==> config.mk <==
export PLATFORM = sky130hd
export DESIGN_NAME = fp_mul_sched
export DESIGN_NICKNAME = d
export VERILOG_FILES = /design/src/rtl/fp_mul_sched.sv
export SDC_FILE = /design/constraint.sdc
export NUM_CORES = 1
export LEC_CHECK = 0
export CORE_ASPECT_RATIO = 0.9
export CORE_UTILIZATION = 39
export DETAILED_ROUTE_END_ITERATION = 8
export PLACE_DENSITY = 0.95
export SLEW_MARGIN = 20
export SYNTH_ARGS = -nofsm -noshare
export SYNTH_HDL_FRONTEND = slang
export SYNTH_SLANG_ARGS = --single-unit
==> constraint.sdc <==
create_clock -name clk -period 4.5 [get_ports clk]
set_input_delay 0.9 -clock clk [delete_from_list [all_inputs] [get_ports clk]]
set_output_delay 0.9 -clock clk [all_outputs]
set_load 0.02 [all_outputs]
==> src/rtl/fp_mul_sched.sv <==
// Time-shared controller for one external combinational FP multiplier:
// round-robin request arbitration, fixed-latency execution, valid/ready result return.
module fp_mul_sched #(
    parameter int NREQ    = 2,
    parameter int MUL_LAT = 1,
    parameter int IDW     = (NREQ > 1) ? $clog2(NREQ) : 1
) (
    input  logic                 clk,
    input  logic                 rst,
    input  logic [NREQ-1:0]      req_valid,
    output logic [NREQ-1:0]      req_ready,
    input  logic [32*NREQ-1:0]   req_dataA,
    input  logic [32*NREQ-1:0]   req_dataB,
    output logic [31:0]          mul_dataA,
    output logic [31:0]          mul_dataB,
    input  logic [31:0]          mul_dataR,
    output logic                 rsp_valid,
    input  logic                 rsp_ready,
    output logic [31:0]          rsp_data,
    output logic [IDW-1:0]       rsp_id,
    output logic                 rsp_nan,
    output logic                 busy,
    output logic [15:0]          op_count
);

    localparam int CW = (MUL_LAT > 1) ? $clog2(MUL_LAT) : 1;

    typedef enum logic [1:0] {
        IDLE,
        EXEC,
        DONE
    } state_t;

    state_t          state, state_next;
    logic [IDW-1:0]  rr_ptr;
    logic [IDW-1:0]  grant_idx;
    logic [IDW-1:0]  cand;
    logic            grant_any;
    logic [CW-1:0]   exec_cnt;

    // First valid requester at or after rr_ptr, wrapping modulo NREQ.
    always_comb begin
        grant_any = 1'b0;
        grant_idx = '0;
        cand      = '0;
        for (int unsigned k = 0; k < NREQ; k++) begin
            cand = IDW'((32'(rr_ptr) + k) % 32'(NREQ));
            if (!grant_any && req_valid[cand]) begin
                grant_any = 1'b1;
                grant_idx = cand;
            end
        end
    end

    always_comb begin
        req_ready = '0;
        if (state == IDLE && grant_any && !rst) begin
            req_ready[grant_idx] = 1'b1;
        end
    end

    always_comb begin
        state_next = state;
        case (state)
            IDLE:    if (grant_any) state_next = EXEC;
            EXEC:    if (exec_cnt == '0) state_next = DONE;
            DONE:    if (rsp_ready) state_next = IDLE;
            default: state_next = IDLE;
        endcase
    end

    always_ff @(posedge clk) begin
        if (rst) begin
            state <= IDLE;
        end else begin
            state <= state_next;
        end
    end

    always_ff @(posedge clk) begin
        if (rst) begin
            rr_ptr    <= '0;
            exec_cnt  <= '0;
            mul_dataA <= '0;
            mul_dataB <= '0;
            rsp_data  <= '0;
            rsp_id    <= '0;
            rsp_nan   <= 1'b0;
            op_count  <= '0;
        end else begin
            case (state)
                IDLE: begin
                    if (grant_any) begin
                        mul_dataA <= req_dataA[32*int'(grant_idx) +: 32];
                        mul_dataB <= req_dataB[32*int'(grant_idx) +: 32];
                        rsp_id    <= grant_idx;
                        rr_ptr    <= (grant_idx == IDW'(NREQ-1)) ? '0 : grant_idx + 1'b1;
                        exec_cnt  <= CW'(MUL_LAT-1);
                    end
                end
                EXEC: begin
                    if (exec_cnt == '0) begin
                        rsp_data <= mul_dataR;
                        rsp_nan  <= (mul_dataR[30:23] == 8'hFF) && (mul_dataR[22:0] != '0);
                    end else begin
                        exec_cnt <= exec_cnt - 1'b1;
                    end
                end
                DONE: begin
                    if (rsp_ready) op_count <= op_count + 1'b1;
                end
                default: ;
            endcase
        end
    end

    assign rsp_valid = (state == DONE);
    assign busy      = (state != IDLE);

endmodule

==> impl_results.md <==
- Worst EP arrival: about 2.5 ns
- P&R area growth vs syn: 79.3%
- Unrepaired setup endpoints after global routing: false
- Post-cts gate resize count: 0
- Yosys reg bits: 117
- Capturing point of the worst reg2reg path: mul_dataB[10]$_SDFFE_PP0P_
- Worst-Skew Late Latency: 0.40 ns
- Part of the Yosys area used for sequential elements: 53.3%
- Critical Path Sink: req_ready[1]
- CP Capture Type: output pin
- Ys async rst share: 0%
- Clock skew: approximately 0.009 ns
- Final wirelength: about 18 mm
- Io pins: approximately 280
- Status: completed
- Vias after detailed routing: slightly above 5000
- Synth Cell Area: 4400 um2
- Longest Clk Path Bufs: 2
- Layout cells sized above 1: between 5 and 6%
- Antenna cells: 0
- Total GRT Usage: between 20 and 30%
- Main synth FF type: dfxtp_1
- Setup repair bufs after CTS: 0
- Core ar.: between 10000 and 15000 um2
- Slew Viols, Final: 0
- Min-Delay Path Class: flip-flop to flip-flop
- Reg2reg setup slack: about 2.1 ns
- Slew of the pin with the lowest slew margin: 1.02 ns
- CP max FO: 4
- Non-filler cells, final: a little over 900
- Slew margin rel.: about a third
- Number of synthesized flops with an enable pin: 0
- Worst setup path startpoint: req_valid[0]
- Clk slew on worst S/H paths: about 0.05 ns
- CTS buffer count: 17
- DR WL/cell: ~19 um
- Vias in the first global route: 4993
- Nets: just over 900
- Register-to-Register Path Depth: 4
- RR Startpoint: state[1]$_SDFFE_PP0P_
- DRT iter0 DRCs: approximately 670
- Post-Place Setup Slack: 1.13 ns
- Syn nets: roughly 650
- Type of the worst setup path: input pin to output pin
- Startpoint types: input pin
- Post-CTS Hold Buffers: 0
- Die X: 114 um
- Via-to-Cell Ratio: between 5 and 6
- Clock sink count: 117
- # rows: 36
- HPWL Detailed: approximately 12 mm
- Leakage power: about 3.2 nW
- Die height: about 100 um
- Fmax: a little under 0.3 GHz
- Synth cell types: 37
- Pwr dens: around 400 nW/um2
- Starting Density: 40.3%
- Worst VDD drop: approximately 0.27 mV
- DRT Pass-1 Iters: 8
- Pin count of the biggest net entering global routing: just over 70
- CTS tree: yes
- Final hold vios: 0
- # setup viols final: 0
- Post-Syn Area per Cell: about 9.2 um2
- Die Area: 11700 um2
- Global route overflow: 0
- Routed Antenna Nets: 0
- # port buffers: about 280
- Setup TNS Final: 0 ns
- Root Buffer: clkbuf_16
- Yosys Warn Count: 0
- CTS H-tree lvls: 4
- Worst Path Required: between 3 and 4 ns
- Max cap viols: 0
- DRC viols: 0
- Post-Synthesis Cells: 480
- Initial antenna violation count: 0
- Cell total after placement: 878
- Final Worst Setup Slack: between 1 and 1.5 ns
- First-pass GRT wire length: roughly 25 mm
- Minimum clock period: about 3.4 ns
- Routability cong.: ~0.85
- Final period utilization: ~76%
-- cells in the mapped netlist, types with 6 or more instances --
library cell / instances / area, um2
nand4_1: 6 / 37.5
nor2_1: 26 / 97.6
inv_1: 48 / 180
xor2_1: 7 / 61.3
nor4_1: 6 / 37.5
o21ai_0: 9 / 45.0
a21oi_1: 39 / 195
buf_2: 16 / 80.1
clkbuf_1: 21 / 78.8
dfxtp_1: 117 / 2340
nand2_1: 78 / 293
a222oi_1: 59 / 591
-- report_power, final --
group          internal (mW)  switching, mW  total (mW)
clock network          0.856          0.483        1.34
logic                  0.336          0.317       0.653
registers               1.12         0.0520        1.17
-- flip-flops by register name (all words and copies together), names as in the netlist --
| register | cells |
|---|---|
| mul_dataA | 32 |
| mul_dataB | 32 |
| rsp_data | 32 |
| op_count | 16 |
| state | 2 |
| rr_ptr | 1 |
| rsp_id | 1 |
| rsp_nan | 1 |
-- metrics by stage --
step	hold slack (ns)	instance area [um2]	power [mW]	utilization, %
finish	0.453	7890	3.17	72.4
CTS	0.454	7860	3.17	72.1
global placement	0.439	7260	1.80	66.6
global route	0.477	7890	3.27	72.4
detailed placement	0.444	7260	1.83	66.6
floorplan	0.440	4400	1.46	-
-- worst max-delay path: stages --
cell and delay [ns]:
clkdlybuf4s50_1 0.48, nand2b_1 0.15, and4b_1 0.34, clkdlybuf4s50_1 0.66
-- cell type report --
type,instances,area (um2)
tap,152,190
timing repair buffer,286,2870
sequential,117,2340
fill,761,3010
clock buffer,20,467
inverter,48,180
multi-input combinational,276,1710
clock inverter,12,129
-- kinds of logic after synthesis --
| group | after synthesis | synth area share, % |
|---|---|---|
| xor+xnor | 10 | 1.99 |
| mux | 1 | 0.228 |
| compound gates | 116 | 20.4 |
| flops | 117 | 53.3 |
| fa+ha+maj | 1 | 0.284 |
| simple gates | 148 | 15.7 |
| buf+inv | 87 | 8.14 |
-- routing by layer --
layer | up-vias | share of wire [%] | routed length [um] | global-route usage, %
li1 | 2270 | - | - | -
met2 | 306 | 52 | 9120 | 50.4
met5 | - | 0 | 0 | 0
met1 | 2450 | 37 | 6560 | 31.6
met4 | 0 | 3.0 | 527 | 13.4
met3 | 48 | 7.8 | 1370 | 9.17
-- cells in the final DEF (no fill, tap or decap), types with 2 or more instances in the layout --
| master | n |
|---|---|
| clkdlybuf4s50_1 | 281 |
| a222oi_1 | 59 |
| and4b_1 | 2 |
| nand2b_1 | 2 |
| xor2_1 | 7 |
| buf_4 | 3 |
| nand2_1 | 78 |
| o21ai_0 | 9 |
| dfxtp_1 | 117 |
| and3_1 | 5 |
| a21o_1 | 2 |
| nand3_1 | 5 |
| or3_1 | 3 |
| clkbuf_8 | 3 |
| nand4_1 | 6 |
| inv_1 | 48 |
| nor2_1 | 26 |
| and4_1 | 2 |
| o31ai_1 | 2 |
| xnor2_1 | 3 |
| clkinvlp_4 | 6 |
| a21oi_1 | 38 |
| a22oi_1 | 5 |
| clkbuf_16 | 17 |
| bufinv_16 | 2 |
| clkinv_2 | 3 |
| or4_1 | 2 |
| nor4_1 | 6 |
-- worst min path at each step --
stage                                    startpoint                   endpoint  slack (ns)  cells after the start
after CTS                 rsp_data[18]$_SDFFE_PP0N_  rsp_data[18]$_SDFFE_PP0N_        0.45                      2
after global placement          rsp_id$_SDFFE_PP0P_        rsp_id$_SDFFE_PP0P_        0.44                      1
final                     rsp_data[18]$_SDFFE_PP0N_  rsp_data[18]$_SDFFE_PP0N_        0.45                      2
after detailed placement        rsp_id$_SDFFE_PP0P_        rsp_id$_SDFFE_PP0P_        0.44                      1
after global routing      rsp_data[18]$_SDFFE_PP0N_  rsp_data[18]$_SDFFE_PP0N_        0.48                      2
after floorplan                 rr_ptr$_SDFFE_PP0P_        rr_ptr$_SDFFE_PP0P_        0.44                      1
(Power assumes the default switching activity.)
